==> src/rtl/ram_ctrl_if.sv <==
// Request / write-data / read-data streams between a requester and ram_ctrl.
//   req_*  : burst request (valid/ready), req_wr selects write or read,
//            req_addr is the start address, req_len is beats minus one
//   wr_*   : write data beats (valid/ready)
//   rd_*   : read data beats (valid/ready), rd_last marks the final beat
// master = requester side, slave = controller side.
interface ram_ctrl_if #(
    parameter int addr_size = 4,
    parameter int word_size = 8
);
    logic                 req_valid;
    logic                 req_ready;
    logic                 req_wr;
    logic [addr_size-1:0] req_addr;
    logic [addr_size-1:0] req_len;
    logic                 wr_valid;
    logic                 wr_ready;
    logic [word_size-1:0] wr_data;
    logic                 rd_valid;
    logic                 rd_ready;
    logic [word_size-1:0] rd_data;
    logic                 rd_last;

    modport master (
        output req_valid, req_wr, req_addr, req_len, wr_valid, wr_data, rd_ready,
        input  req_ready, wr_ready, rd_valid, rd_data, rd_last
    );

    modport slave (
        input  req_valid, req_wr, req_addr, req_len, wr_valid, wr_data, rd_ready,
        output req_ready, wr_ready, rd_valid, rd_data, rd_last
    );
endinterface

==> src/rtl/ram_ctrl.sv <==
// Sequencing controller in front of the asynchronous ram block.
// Accepts single/burst read and write requests, drives cs/wr/addr/data_in
// with one cycle of setup before each write strobe, and returns read data
// on a valid/ready stream. Burst addresses wrap modulo memory_size.
// Ports:
//   clk, rst     : clock, synchronous active-high reset
//   bus          : request / write-data / read-data streams (slave side)
//   err          : one-cycle pulse when a request has an out-of-range address
//   busy         : high whenever the controller is not idle
//   ram_addr, ram_data_in, ram_wr, ram_cs : registered RAM controls
//   ram_data_out : RAM read data (combinational from ram_addr)
module ram_ctrl #(
    parameter int addr_size   = 4,
    parameter int word_size   = 8,
    parameter int memory_size = 8
) (
    input  logic                 clk,
    input  logic                 rst,
    ram_ctrl_if.slave            bus,
    output logic                 err,
    output logic                 busy,
    output logic [addr_size-1:0] ram_addr,
    output logic [word_size-1:0] ram_data_in,
    input  logic [word_size-1:0] ram_data_out,
    output logic                 ram_wr,
    output logic                 ram_cs
);
    typedef enum logic [2:0] {
        IDLE, WR_WAIT, WR_SETUP, WR_STROBE, RD_ADDR, RD_SAMPLE, RD_HOLD
    } state_t;

    // One extra bit so memory_size == 2**addr_size still compares correctly.
    localparam logic [addr_size:0]   MEM_SIZE = (addr_size+1)'(memory_size);
    localparam logic [addr_size-1:0] LAST     = addr_size'(memory_size - 1);

    state_t               state, state_n;
    logic [addr_size-1:0] cur_addr, cur_addr_n;
    logic [addr_size-1:0] len, len_n;
    logic [addr_size-1:0] beat, beat_n;
    logic [addr_size-1:0] ram_addr_n;
    logic [word_size-1:0] ram_data_in_n;
    logic                 ram_wr_n, ram_cs_n;
    logic                 rd_valid_n, rd_last_n;
    logic [word_size-1:0] rd_data_n;
    logic                 err_n;

    // memory_size need not be a power of two, so wrap explicitly.
    function automatic logic [addr_size-1:0] inc(input logic [addr_size-1:0] a);
        return (a == LAST) ? '0 : a + 1'b1;
    endfunction

    assign bus.req_ready = (state == IDLE) && !rst;
    assign bus.wr_ready  = (state == WR_WAIT);
    assign busy          = (state != IDLE);

    always_comb begin
        state_n       = state;
        cur_addr_n    = cur_addr;
        len_n         = len;
        beat_n        = beat;
        ram_addr_n    = ram_addr;
        ram_data_in_n = ram_data_in;
        ram_wr_n      = ram_wr;
        ram_cs_n      = ram_cs;
        rd_valid_n    = bus.rd_valid;
        rd_data_n     = bus.rd_data;
        rd_last_n     = bus.rd_last;
        err_n         = 1'b0;

        unique case (state)
            IDLE: begin
                if (bus.req_valid) begin
                    if ({1'b0, bus.req_addr} >= MEM_SIZE) begin
                        err_n = 1'b1;
                    end else begin
                        cur_addr_n = bus.req_addr;
                        len_n      = bus.req_len;
                        beat_n     = '0;
                        state_n    = bus.req_wr ? WR_WAIT : RD_ADDR;
                    end
                end
            end
            WR_WAIT: begin
                if (bus.wr_valid) begin
                    ram_data_in_n = bus.wr_data;
                    ram_addr_n    = cur_addr;
                    ram_cs_n      = 1'b1;
                    ram_wr_n      = 1'b0;
                    state_n       = WR_SETUP;
                end
            end
            WR_SETUP: begin
                ram_wr_n = 1'b1;
                state_n  = WR_STROBE;
            end
            WR_STROBE: begin
                ram_wr_n = 1'b0;
                ram_cs_n = 1'b0;
                if (beat == len) begin
                    state_n = IDLE;
                end else begin
                    beat_n     = beat + 1'b1;
                    cur_addr_n = inc(cur_addr);
                    state_n    = WR_WAIT;
                end
            end
            RD_ADDR: begin
                ram_addr_n = cur_addr;
                ram_cs_n   = 1'b1;
                ram_wr_n   = 1'b0;
                state_n    = RD_SAMPLE;
            end
            RD_SAMPLE: begin
                rd_data_n  = ram_data_out;
                rd_valid_n = 1'b1;
                rd_last_n  = (beat == len);
                ram_cs_n   = 1'b0;
                state_n    = RD_HOLD;
            end
            RD_HOLD: begin
                if (bus.rd_ready) begin
                    rd_valid_n = 1'b0;
                    rd_last_n  = 1'b0;
                    if (bus.rd_last) begin
                        state_n = IDLE;
                    end else begin
                        beat_n     = beat + 1'b1;
                        cur_addr_n = inc(cur_addr);
                        state_n    = RD_ADDR;
                    end
                end
            end
            default: state_n = IDLE;
        endcase
    end

    always_ff @(posedge clk) begin
        if (rst) begin
            state        <= IDLE;
            cur_addr     <= '0;
            len          <= '0;
            beat         <= '0;
            ram_addr     <= '0;
            ram_data_in  <= '0;
            ram_wr       <= 1'b0;
            ram_cs       <= 1'b0;
            bus.rd_valid <= 1'b0;
            bus.rd_data  <= '0;
            bus.rd_last  <= 1'b0;
            err          <= 1'b0;
        end else begin
            state        <= state_n;
            cur_addr     <= cur_addr_n;
            len          <= len_n;
            beat         <= beat_n;
            ram_addr     <= ram_addr_n;
            ram_data_in  <= ram_data_in_n;
            ram_wr       <= ram_wr_n;
            ram_cs       <= ram_cs_n;
            bus.rd_valid <= rd_valid_n;
            bus.rd_data  <= rd_data_n;
            bus.rd_last  <= rd_last_n;
            err          <= err_n;
        end
    end
endmodule
==> src/flat_wrapper.sv <==
// flat-port wrapper written by rule: the top's interface ports become plain ports
module ram_ctrl_flat 
#(
    parameter int addr_size   = 4,
    parameter int word_size   = 8,
    parameter int memory_size = 8
)
  (clk, rst, err, busy, ram_addr, ram_data_in, ram_data_out, ram_wr, ram_cs, bus_req_valid, bus_req_wr, bus_req_addr, bus_req_len, bus_wr_valid, bus_wr_data, bus_rd_ready, bus_req_ready, bus_wr_ready, bus_rd_valid, bus_rd_data, bus_rd_last);
  ram_ctrl_if #(.addr_size(addr_size), .word_size(word_size)) bus_i ();
  input  logic clk;
  input  logic rst;
  output logic err;
  output logic busy;
  output logic [addr_size-1:0] ram_addr;
  output logic [word_size-1:0] ram_data_in;
  input  logic [word_size-1:0] ram_data_out;
  output logic ram_wr;
  output logic ram_cs;
  input wire logic [$bits(bus_i.req_valid)-1:0] bus_req_valid;
  input wire logic [$bits(bus_i.req_wr)-1:0] bus_req_wr;
  input wire logic [$bits(bus_i.req_addr)-1:0] bus_req_addr;
  input wire logic [$bits(bus_i.req_len)-1:0] bus_req_len;
  input wire logic [$bits(bus_i.wr_valid)-1:0] bus_wr_valid;
  input wire logic [$bits(bus_i.wr_data)-1:0] bus_wr_data;
  input wire logic [$bits(bus_i.rd_ready)-1:0] bus_rd_ready;
  output wire logic [$bits(bus_i.req_ready)-1:0] bus_req_ready;
  output wire logic [$bits(bus_i.wr_ready)-1:0] bus_wr_ready;
  output wire logic [$bits(bus_i.rd_valid)-1:0] bus_rd_valid;
  output wire logic [$bits(bus_i.rd_data)-1:0] bus_rd_data;
  output wire logic [$bits(bus_i.rd_last)-1:0] bus_rd_last;
  assign bus_i.req_valid = bus_req_valid;
  assign bus_i.req_wr = bus_req_wr;
  assign bus_i.req_addr = bus_req_addr;
  assign bus_i.req_len = bus_req_len;
  assign bus_i.wr_valid = bus_wr_valid;
  assign bus_i.wr_data = bus_wr_data;
  assign bus_i.rd_ready = bus_rd_ready;
  assign bus_req_ready = bus_i.req_ready;
  assign bus_wr_ready = bus_i.wr_ready;
  assign bus_rd_valid = bus_i.rd_valid;
  assign bus_rd_data = bus_i.rd_data;
  assign bus_rd_last = bus_i.rd_last;
  ram_ctrl #(.addr_size(addr_size), .word_size(word_size), .memory_size(memory_size)) u_core (.clk(clk), .rst(rst), .bus(bus_i), .err(err), .busy(busy), .ram_addr(ram_addr), .ram_data_in(ram_data_in), .ram_data_out(ram_data_out), .ram_wr(ram_wr), .ram_cs(ram_cs));
endmodule
==> config.mk <==
export PLATFORM = sky130hd
export DESIGN_NAME = ram_ctrl_flat
export DESIGN_NICKNAME = d
export VERILOG_FILES = /design/src/rtl/ram_ctrl_if.sv /design/src/rtl/ram_ctrl.sv /design/src/flat_wrapper.sv
export SDC_FILE = /design/constraint.sdc
export NUM_CORES = 1
export LEC_CHECK = 0
export ABC_AREA = 1
export CORE_AREA = 2 2 51 71
export CTS_CLUSTER_SIZE = 12
export DETAILED_ROUTE_END_ITERATION = 16
export DIE_AREA = 0 0 53 73
export DONT_BUFFER_PORTS = 1
export GPL_ROUTABILITY_DRIVEN = 0
export PLACE_DENSITY = 0.71
export SYNTH_ARGS = -nofsm -noshare
export SYNTH_HDL_FRONTEND = slang
export SYNTH_SLANG_ARGS = --single-unit
==> constraint.sdc <==
create_clock -name clk -period 1.6 [get_ports clk]
set_clock_uncertainty 0.15 [all_clocks]
set_input_delay 0.32 -clock clk [delete_from_list [all_inputs] [get_ports clk]]
set_output_delay 0.32 -clock clk [all_outputs]
set_load 0.05 [all_outputs]
==> results of run 1 <==
logic make-up (layout without fill, tap and decap cells):
family	after synthesis	after routing
XOR/XNOR	1	1
buffers and inverters	36	72
adder cells (fa/ha/maj)	2	2
flip-flops	40	40
AO/OA/AOI/OAI	48	48
AND/OR/NAND/NOR	150	151
registers in the layout, summed over array words and instances (netlist names):
register and count:
u_core.ram_data_in 8, u_core.ram_wr 1, u_core.ram_addr 4, u_core.len 4, u_core.bus.rd_last 1, u_core.beat 4
u_core.bus.rd_data 8, u_core.bus.rd_valid 1, u_core.state 3, u_core.ram_cs 1, u_core.cur_addr 4, u_core.err 1
worst paths after layout:
check / cells past startpoint / start / end / slack (ns)
worst max-delay path: 5 / u_core.state[0] / bus_req_ready / -0.14
worst min-delay path: 1 / rst / u_core.state[2] / -0.08
worst max register to register: 10 / u_core.state[1] / u_core.ram_data_in[0] / -0.01
worst min register to register: 2 / u_core.len[0] / u_core.len[0] / 0.32
stage by stage:
stage / total power, mW / worst slack, ns / utilization / setup TNS, ns
floorplan: 1.927 / -0.008282 / - / -0.04054
global placement: 2.164 / -0.01320 / 0.6495 / -0.03091
detailed placement: 2.180 / -0.05129 / 0.6495 / -0.2450
CTS: 3.146 / -0.1347 / 0.7196 / -0.1846
global route: 3.421 / -0.1735 / 0.7470 / -1.254
finish: 3.239 / -0.1372 / 0.7470 / -0.2333
where the power goes:
group	total [mW]	internal, mW	switching (mW)
Clock	0.869	0.510	0.360
Combinational	1.08	0.439	0.641
Sequential	1.29	1.11	0.177
Total	3.24	2.06	1.18
cell type report:
| cell class | instances | area, um2 | share of cell area |
|---|---|---|---|
| Multi-Input combinational cell | 202 | 1032 | 0.4207 |
| Clock inverter | 2 | 38.79 | 0.01581 |
| Tap cell | 40 | 50.05 | 0.02040 |
| Timing Repair Buffer | 38 | 334.1 | 0.1362 |
| Clock buffer | 6 | 82.58 | 0.03366 |
| Sequential cell | 40 | 810.8 | 0.3304 |
| Inverter | 26 | 105.1 | 0.04284 |
placed cells by master (no fill, tap or decap), drive strengths merged, types with 2 or more instances in the layout:
cell type,n
a21oi,19
and3,2
buf,38
clkbuf,6
dfxtp,40
ha,2
inv,26
nand2,59
nand3,17
nand4,4
nor2,67
o21ai,27
per-layer routing:
layer / global-route usage / wire length [um] / share of wire
met1: 0.3415 / 1912 / 0.40
met2: 0.4278 / 2448 / 0.52
met3: 0.06967 / 264 / 0.056
met4: 0.1054 / 114 / 0.024
met5: 0 / 0 / 0
repair_timing:
item	in CTS	in global routing
gates resized for setup	16	28
gates cloned	1	0
setup endpoints to repair	15	32
setup buffers	7	2
pin swaps	3	5
hold endpoints to repair	6	6
critical path, stage by stage, from the launching register on:
cell	delay (ns)
dfxtp_4	0.36
nor2_4	0.14
nand2_4	0.08
buf_12	0.15
nor2_4	0.10
buf_12	0.14
==> flow_results.org, run 1 <==
** GRT
- Maximum number of pins on one net before global-route repair :: 14
- The number of global-route vias before repair came to 1785.
- In the global route stage, overall resource usage came out at 0.2681.
- GRT overflow :: 0
- The number of antenna violations at the first check in global routing is 0.
- The first global-routing pass estimated 7776 um of wire.

** Synthesis
- Counting flops with a built-in enable in the synthesized netlist gives 0.
- Syn nets :: 309
- Of the total synthesized cell area, the portion taken by AND, OR, NAND and NOR gates is 0.3407.
- Counting flops and latches in the post-synthesis netlist gives 40.
- Synthesized netlist cell count :: 277
- Most instantiated library cell after synthesis :: nor2_1
- Sequential fraction of the synthesis area :: 0.4292
- The share of synthesized area in the top cell type comes to 0.4292.
- Complex-gate fraction of the synthesized area :: 0.1315
- For this run, asynchronously set or reset flops after synthesis account for 0.
- After synthesis, the share of cell area in mux cells is 0.
- After synthesis, the largest family of logic cells by area is simple AND/OR/NAND/NOR gates.
- Adder-cell share of the synthesized area :: 0.01341
- Most frequent cells after synthesis :: nor2_1 (62), nand2_1 (57), dfxtp_1 (40)
- YS warnings :: 0
- Summed over all instances, the cell type with the most area after synthesis is dfxtp_1.
- Post-Synthesis Cell Area :: 1866 um2
- Most used flip-flop cell after synthesis :: dfxtp_1
- Xor-xnor portion of the synthesized cell area :: 0.004695
- Leading cell types by total area after synthesis :: dfxtp_1 (43%), nor2_1 (12%), nand2_1 (11%)
- Avg Synthesized Cell Area :: 6.735 um2
- Count of different cell masters after synthesis :: 24

** Floorplan
- For this configuration, the core starts out at a cell density of 0.5680.
- Die extent in x :: 53 um
- The core region is 3284 um2.
- Die extent in y :: 73 um
- Row generation in the floorplan step produced 25 rows.
- During I/O placement, the number of pins put on the boundary was 58.
- Full die area :: 3869 um2

** Clocking
- TritonCTS built the clock tree.
- Clk_lat worst skew :: 0.29 ns
- The clock drives 40 sinks.
- CTS Buffer Depth :: 2
- The tree is rooted in a clkbuf_8.
- Clock Pin Slew Worst Setup and Hold Paths :: 0.08 ns
- In this run the number of H-tree levels came out at 2.
- Number of buffers inserted during clock tree synthesis :: 5

** Drt
- Remaining antenna violation count :: 0
- For this block, the via count after detailed routing is 1871.
- Number of vias per cell after detailed routing :: 5.285
- Iteration-0 DRC Markers :: 75
- After detailed routing, the total wire length is 4739 um.
- Count of unresolved DRC violations after routing :: 0
- Average routed wire per standard cell :: 13.39 um
- The first TritonRoute pass finished after 4 iterations.

** STA
- Count of endpoints failing hold in the final timing report :: 6
- Hold Worst Slack :: -0.07605 ns
- At the pin with the least slew margin, the transition time is 0.5128 ns.
- The max-slew violation total from the final report is 0.
- Headroom to the max-slew limit came out at 0.6576.
- Part of the cycle the worst path needs :: 1.086
- Final critical path time including I/O delays and setup :: 1.737 ns
- Setup violations remaining at the end of the flow were counted as 5.
- Once routing completed, OpenROAD measured the worst setup slack at -0.1372 ns.
- Setup repair after global routing could not meet its margin everywhere.
- Max Freq :: 575.6 MHz

** Worst hold path
- Type of the most critical hold path :: in2reg

** Placed design
- Placed Area :: 2133 um2
- Including well taps, the total number of placed cells is 336.
- Count of port buffers added during placement :: 0
- After legalization and detailed placement, the total HPWL measured 3169 um.

** Finish
- Synthesis-to-layout area growth :: 31.52%
- At the end of the flow, the number of nets in the layout was 345.
- In the final layout, the share of cells above drive strength 1 is 0.2643.
- Post-layout instance count excluding filler cells :: 354
- Count of filler cells inserted in the layout :: 249
- The repair_antennas step left the layout with diodes totalling 0.
- Final standard cell area without fillers :: 2454 um2

** Power
- For this design the ratio of total power to cell area is 1320 nW/um2.
- Highest ir drop seen on vdd :: 994.1 uV
- Summed over all cells, the static leakage comes to 1.130 nW.

** Worst setup path
- Nature of the critical path endpoint :: output pin
- Of all nets on the critical path, the largest fanout is 3.
- Startpoint type of the worst setup path :: register
- Worst endpoint required time :: 1.13 ns
- Crit Path Class :: reg2out
- At the worst endpoint, the arrival time is 1.27 ns.

** Run status
- Result of the run :: finished with violations
- The final reports fail on hold timing, setup timing.

** Run
- Max Cap Violations :: 0
(Power assumes the default switching activity.)
==> run 2, diff against run 1 <==
ABC_AREA = not set   (was 1)
CORE_AREA = 2 2 69 97   (was 2 2 51 71)
DIE_AREA = 0 0 71 99   (was 0 0 53 73)
PLACE_DENSITY = 0.41   (was 0.71)
==> flow_results.org, run 2 <==
** Clocking
- CTS built an H-tree with a depth of 2.
- The number of clock buffers added by TritonCTS is 5.
- After clock tree synthesis, the clock-pin slew on the worst setup and hold paths is 0.08 ns.
- The later pin in the worst-skew pair is clocked with a latency of 0.30 ns.
- CTS Buffer Depth :: 2
- Clock tree synthesis selected as its root buffer the cell clkbuf_8.
- The clock drives 40 sinks.
- TritonCTS built the clock tree.

** Worst hold path
- Type of the most critical hold path :: in2reg

** Synthesis
- Among all flip-flop cells after synthesis, the most frequent one is dfxtp_1.
- Multiplexer share of the synthesized area :: 0.07767
- Number of flip-flops and latches in the synthesized netlist :: 40
- The compound-cell area share of the yosys netlist is 0.1775.
- A synthesized cell averages 8.592 um2.
- Of the total synthesized cell area, the portion taken by XOR and XNOR cells is 0.01942.
- Most instantiated library cell after synthesis :: dfxtp_1
- Cell accounting for the most synthesized area :: dfxtp_1
- When the netlist entered floorplanning its net count stood at 242.
- Adder-cell share of the synthesized area :: 0.01387
- For this run, asynchronously set or reset flops after synthesis account for 0.
- Synthesis instantiated 44 different standard cells from the library.
- The cell area that synthesis handed to floorplanning was 1804 um2.
- The share of the Yosys chip area taken by registers is 0.4438.
- Count of flip-flops with a built-in enable after synthesis :: 0
- Synthesized netlist cell count :: 210
- Of the post-synthesis cell area, the dominant cell type holds 0.4438.
- For this run, the number of Yosys warnings is 0.
- Of the total synthesized cell area, the portion taken by AND, OR, NAND and NOR gates is 0.2268.
- Most frequent cells after synthesis :: dfxtp_1 (40), nand2_1 (28), a21oi_1 (24)
- By area, the combinational part of the netlist is dominated by simple AND/OR/NAND/NOR gates.
- Leading cell types by total area after synthesis :: dfxtp_1 (44%), mux2i_1 (7.8%), a21oi_1 (6.7%)

** Floorplan
- The die covers 7029 um2.
- Effective utilization at floorplan :: 0.2925
- For this design the top-level I/O count stands at 58.
- The floorplan step set the die height to 99 um.
- Die extent in x :: 71 um
- Number of placement rows :: 34
- Area inside the core boundary :: 6168 um2

** Finish
- The largest registers in the layout are u_core.bus.rd_data (8), u_core.ram_data_in (8).
- Post-layout instance count excluding filler cells :: 344
- Share of final-layout standard cells stronger than drive strength 1 :: 0.4485
- The top cell types in the final layout, fill and taps aside, are buf_4 (33), dfxtp_1 (29), nand2_1 (26).
- For this run, the post-layout net count is 303.
- The repair_antennas step left the layout with diodes totalling 0.
- Synthesis-to-layout area growth :: 58.60%
- Final standard cell area without fillers :: 2861 um2
- Most frequent standard cell in the layout excluding fill and tap cells :: buf_4
- For this run, the share of the core covered by cells in the final layout is 0.4639.

** Drt
- For this run, design rule violations remaining after detail routing come to 0.
- Remaining antenna violation count :: 0
- Post-detailed-routing wire length :: 5302 um
- In the final routed layout, each cell accounts on average for 15.41 um.
- Number of detailed-routing iterations run before antenna repair :: 4
- Iteration-0 DRC Markers :: 58
- Dividing the detail-routed via count by the number of cells gives 5.070.
- Detailed routing inserted a total of 1744 vias.

** Worst setup path
- The slowest stage of the critical path is the dfxtp_2 cell.
- Startpoint type of the worst setup path :: register
- The critical path is of the reg2out type.
- Worst endpoint required time :: 1.13 ns
- The cell family contributing the most delay on the critical path is simple AND/OR/NAND/NOR gates.
- The signal on the critical path passes through or2_4 -> nor2_8 -> inv_8 -> buf_6 -> nor2_4 -> buf_12.
- In this run the worst path has a maximum fanout of 3.
- STA classifies the critical path endpoint as an output pin.
- Together, buffers and inverters on the worst path number 3.
- Largest stage delay on the critical path :: 0.33 ns
- Data arrives at the worst endpoint at 1.42 ns.

** GRT
- GRT overflow :: 0
- Global-route total usage across every layer :: 0.1571
- The first global-routing pass estimated 8625 um of wire.
- Entering global routing, the biggest net connects 40 pins.
- The number of antenna violations at the first check in global routing is 0.
- The number of global-route vias before repair came to 1723.

** Placed design
- In this run the cell area measured after placement is 2181 um2.
- Count of port buffers added during placement :: 0
- After legalization and detailed placement, the total HPWL measured 3594 um.
- Including well taps, the total number of placed cells is 309.
- Placement Setup Slack :: -0.3107 ns

** Power
- The analysis attributes to net switching a power of 1.977 mW.
- Share of power burned in combinational logic :: 0.507
- VDD sags by at most 646.9 uV.
- Of the total power, the share spent switching nets is 0.3982.
- Power spread over the standard cell area amounts to 1735 nW/um2.
- LEAKAGE :: 1.109 nW
- The internal power of the cells totals 2.988 mW.
- Proportion of power drawn by the clock network :: 0.187
- Portion of total power attributed to sequential cells :: 0.305

** STA
- Headroom to the max-slew limit came out at 0.6520.
- Count of endpoints failing hold in the final timing report :: 0
- Derived from the worst setup path, the maximum achievable clock frequency is 528.3 MHz.
- Final critical path time including I/O delays and setup :: 1.893 ns
- Pins over their slew limit :: 0
- Worst Slack Setup Final :: -0.2927 ns
- Finish-stage setup viols :: 25
- Total negative slack :: -2.628 ns
- RSZ-0062 raised after global routing :: yes
- Tightest Pin Transition :: 0.5213 ns
- Dividing the final minimum period by the clock period gives 1.183.

** Run status
- The final reports fail on setup timing.
- Result of the run :: finished with violations

** Run
- The tool flagged a number of max-cap violations equal to 0.
run 2: kinds of logic after synthesis:
| family | Yosys count |
|---|---|
| buf+inv | 16 |
| xor+xnor | 4 |
| compound gates | 52 |
| flops | 40 |
| mux | 14 |
| simple gates | 82 |
| fa+ha+maj | 2 |
run 2: final timing paths:
| kind | from | end | slack, ns | cells after the start |
|---|---|---|---|---|
| setup / recovery | u_core.state[1] | bus_req_ready | -0.29 | 6 |
| hold / removal | bus_req_addr[3] | u_core.err | 0.01 | 1 |
| setup reg to reg | u_core.state[2] | u_core.beat[2] | -0.21 | 6 |
| hold reg to reg | u_core.len[2] | u_core.len[2] | 0.33 | 2 |
run 2: metrics by stage:
step / total power, mW / hold slack, ns
after floorplan: 2.611 / 0.2726
after global placement: 3.284 / 0.2439
after detailed placement: 3.285 / 0.2448
after CTS: 4.792 / 0.001129
after global routing: 5.269 / 0.009888
final: 4.965 / 0.01445
run 2: metal layers:
metal | track usage | wire, um | part of all wire | vias up
met4 | 0.06531 | 120 | 0.023 | 0
met5 | 0 | 0 | 0 | -
met2 | 0.2775 | 2828 | 0.53 | 45
met1 | 0.1764 | 2046 | 0.39 | 819
li1 | - | - | - | 871
met3 | 0.04090 | 307 | 0.058 | 9
run 2: power groups by stage:
stage	clock network [mW]	logic [mW]	registers [mW]
finish	0.929	2.52	1.52
detailed placement	0	1.77	1.52
global route	1.00	2.73	1.54
global placement	0	1.77	1.52
floorplan	0	1.04	1.57
CTS	0.961	2.32	1.51
run 2: final cells by class:
| type | count | area [um2] |
|---|---|---|
| well taps | 72 | 90.09 |
| clock buffers | 7 | 96.34 |
| multi-input cells | 154 | 1185 |
| inverters | 6 | 33.78 |
| clock inverters | 1 | 30.03 |
| flip-flops and latches | 40 | 814.5 |
| repair buffers | 64 | 611.8 |
| fillers | 609 | 3307 |
run 2: repair_timing:
item / in CTS / in global routing
setup endpoints to repair: 33 / 35
resized for setup: 50 / 31
hold endpoints to repair: 39 / 0
pin swaps: 23 / 17
buffers inserted: 14 / 6
cloned: 0 / 0
hold buffers: 10 / 0
run 2: worst reg2reg max path, delay by kind of cell (launching register included):
family	cells	cell delay, ns
and+or+nand+nor	2	0.54
AOI/OAI and AO/OA	3	0.54
buffers and inverters	1	0.13
DFF	1	0.35
==> run 3, diff against run 2 <==
==> constraint.sdc (replaced) <==
create_clock -name clk -period 1.6 [get_ports clk]
set_clock_uncertainty 0.15 [all_clocks]
set_input_delay 0 -clock clk [delete_from_list [all_inputs] [get_ports clk]]
set_output_delay 0 -clock clk [all_outputs]
set_load 0.05 [all_outputs]
==> flow_results.org, run 3 (synthesized netlist as in run 2, its figures left out) <==
** Placed design
- After detailed placement, the design holds a cell count of 329.
- Placed Area :: 2303 um2
- The count of buffers added on input and output ports is 0.
- Detailed placement finished with a half-perimeter wire length of 3522 um.

** Worst setup path
- Data on the critical path is required at its endpoint by 1.68 ns.
- Number of cell instances on the worst register-to-register path :: 6
- Startpoint type of the worst setup path :: register
- The critical path runs through a total of 6 cells.
- Arrival @ worst endpoint :: 1.89 ns
- For this run, the slowest stage of the critical path takes 0.51 ns.
- The worst setup path is of the reg2reg kind.
- Of all nets on the critical path, the largest fanout is 7.
- Across all register-to-register paths, the minimum setup slack is -0.21 ns.
- Buffer and inverter count on the worst path :: 1
- Endpoint of the most critical register-to-register path :: u_core.beat[1]
- For this design, the slowest cell found on the critical path is or4b_4.
- Startpoint of the lowest-slack register-to-register path :: u_core.state[2]
- Critical path's top delay family :: simple AND/OR/NAND/NOR gates
- Series of cell instances along the critical path :: or2_4 -> nor2_8 -> inv_8 -> and3_4 -> or4b_4 -> a21oi_2
- STA classifies the critical path endpoint as a register.

** Run status
- Violated checks :: hold timing, setup timing
- The run finished, with violations left.

** STA
- Timing would allow up to 551.8 MHz.
- Final critical path time including I/O delays and setup :: 1.812 ns
- Setup repair after global routing could not meet its margin everywhere.
- Relative max-transition margin :: 0.6747
- Pins over their slew limit :: 0
- For the final routed database, the setup TNS stands at -2.565 ns.
- Once routing completed, OpenROAD measured the worst setup slack at -0.2123 ns.
- Part of the cycle the worst path needs :: 1.133
- Count of endpoints failing hold in the final timing report :: 40
- The tightest hold path in the finished design has a slack of -0.3926 ns.
- Tightest Pin Transition :: 0.4872 ns
- Setup violations remaining at the end of the flow were counted as 22.

** Finish
- Counting the fill cells in the layout gives 649.
- After routing the design area is 2723 um2.
- The number of antenna diodes in the final layout is 0.
- Count of nets after finishing :: 306
- Share of final-layout standard cells stronger than drive strength 1 :: 0.4255
- The largest registers in the layout are u_core.bus.rd_data (8), u_core.ram_data_in (8).
- Synthesis-to-layout area growth :: 50.90%
- Leaving out fill and tap cells, the most frequent cells in the layout are buf_4 (54), dfxtp_1 (30), nand2_1 (26).
- Post-layout instance count excluding filler cells :: 347
- Most frequent standard cell in the layout excluding fill and tap cells :: buf_4

** Drt
- In the routed layout, each cell is associated on average with a via count of 4.948.
- After detailed routing, the average wire length per cell comes to 14.37 um.
- Via count :: 1717
- Count of unresolved DRC violations after routing :: 0
- The detailed router finished its first iteration with 84 violations.
- In this run the remaining antenna-violating nets after routing total 0.
- Post-detailed-routing wire length :: 4985 um
- The first detailed-routing pass ran for 4 iterations.

** Clocking
- CTS Hold Buffers Added :: 2
- The clock reaches the later pin of the worst-skew pair after 0.29 ns.
- TritonCTS clock tree :: yes
- Number of sinks handled by clock tree synthesis :: 40
- Counting the buffers created by CTS gives 5.
- Clock-pin slew was measured on the worst setup and hold paths at 0.08 ns.
- The clock passes through at most 2 buffers.
- The root buffer cell chosen for the clock tree is clkbuf_8.
- The clock tree synthesis step divided the H-tree into 2 levels.

** Worst hold path
- Type of the most critical hold path :: in2reg
- Hold Crit Start :: rst
- The worst hold path terminates at u_core.len[3].
- Worst hold path depth :: 1

** Floorplan
- Number of placed I/O pins :: 58
- In this run the vertical extent of the chip is 99 um.
- The initial utilization of the core area, before any placement, comes to 0.2925.
- Area inside the core boundary :: 6168 um2
- The die covers 7029 um2.
- Die extent in x :: 71 um
- After floorplanning, the core was divided into 34 placement rows.

** GRT
- Wire length of the first global-routing pass :: 8231 um
- Entering global routing, the biggest net connects 42 pins.
- GRT overflow :: 0
- Number of global-route vias before repair :: 1772
- Initial antenna violation count :: 0
- Across every metal layer, demand over resource in global routing totals 0.1469.

** Power
- For this design the ratio of total power to cell area is 1677 nW/um2.
- The worst-case IR drop observed on VDD is 762.3 uV.
- For this design the static power due to leakage is 1.120 nW.

** Run
- Max Cap Violations :: 0
==> run 3: metrics by stage <==
stage / power [mW] / setup slack, ns / utilization
after CTS: 4.444 / -0.2121 / 0.4215
final: 4.565 / -0.2123 / 0.4414
after detailed placement: 3.250 / -0.3417 / 0.3734
after global placement: 3.255 / -0.3275 / 0.3734
after global routing: 4.849 / -0.2749 / 0.4414
after floorplan: 2.607 / -0.3316 / -
==> run 3: power breakdown <==
| part | switching (mW) | internal [mW] |
|---|---|---|
| Sequential | 0.160 | 1.17 |
| Clock | 0.387 | 0.470 |
| Combinational | 1.30 | 1.08 |
==> run 3: final cells by class <==
| class | instances | area, um2 | share of cell area |
|---|---|---|---|
| multi-input cells | 154 | 1106 | 0.4062 |
| clock buffers | 5 | 68.82 | 0.02528 |
| repair buffers | 67 | 561.8 | 0.2063 |
| well taps | 72 | 90.09 | 0.03309 |
| inverters | 6 | 33.78 | 0.01241 |
| clock inverters | 3 | 46.29 | 0.01700 |
| flip-flops and latches | 40 | 815.8 | 0.2996 |
==> run 3: worst max path at each step <==
stage | from | to | slack (ns)
final | u_core.state[2] | u_core.beat[1] | -0.21
after global routing | u_core.state[2] | u_core.beat[1] | -0.27
after CTS | u_core.state[2] | u_core.beat[1] | -0.21
after detailed placement | u_core.beat[3] | u_core.beat[2] | -0.34
after global placement | u_core.len[1] | u_core.beat[3] | -0.33
after floorplan | u_core.state[2] | u_core.beat[2] | -0.33
==> run 3: layer usage <==
| metal | up-vias | routed length (um) | GRT usage |
|---|---|---|---|
| met5 | - | 0 | 0 |
| met4 | 0 | 65 | 0.04790 |
| met3 | 5 | 243 | 0.03783 |
| met2 | 42 | 2591 | 0.2682 |
| met1 | 797 | 2084 | 0.1632 |
| li1 | 873 | - | - |
==> run 3: timing repair <==
action / 4_1_cts / 5_1_grt
setup buffers: 7 / 2
pin swaps: 18 / 9
resized for setup: 36 / 21
gates cloned: 0 / 1
setup endpoints to repair: 17 / 27
endpoints found under the hold margin: 40 / 40
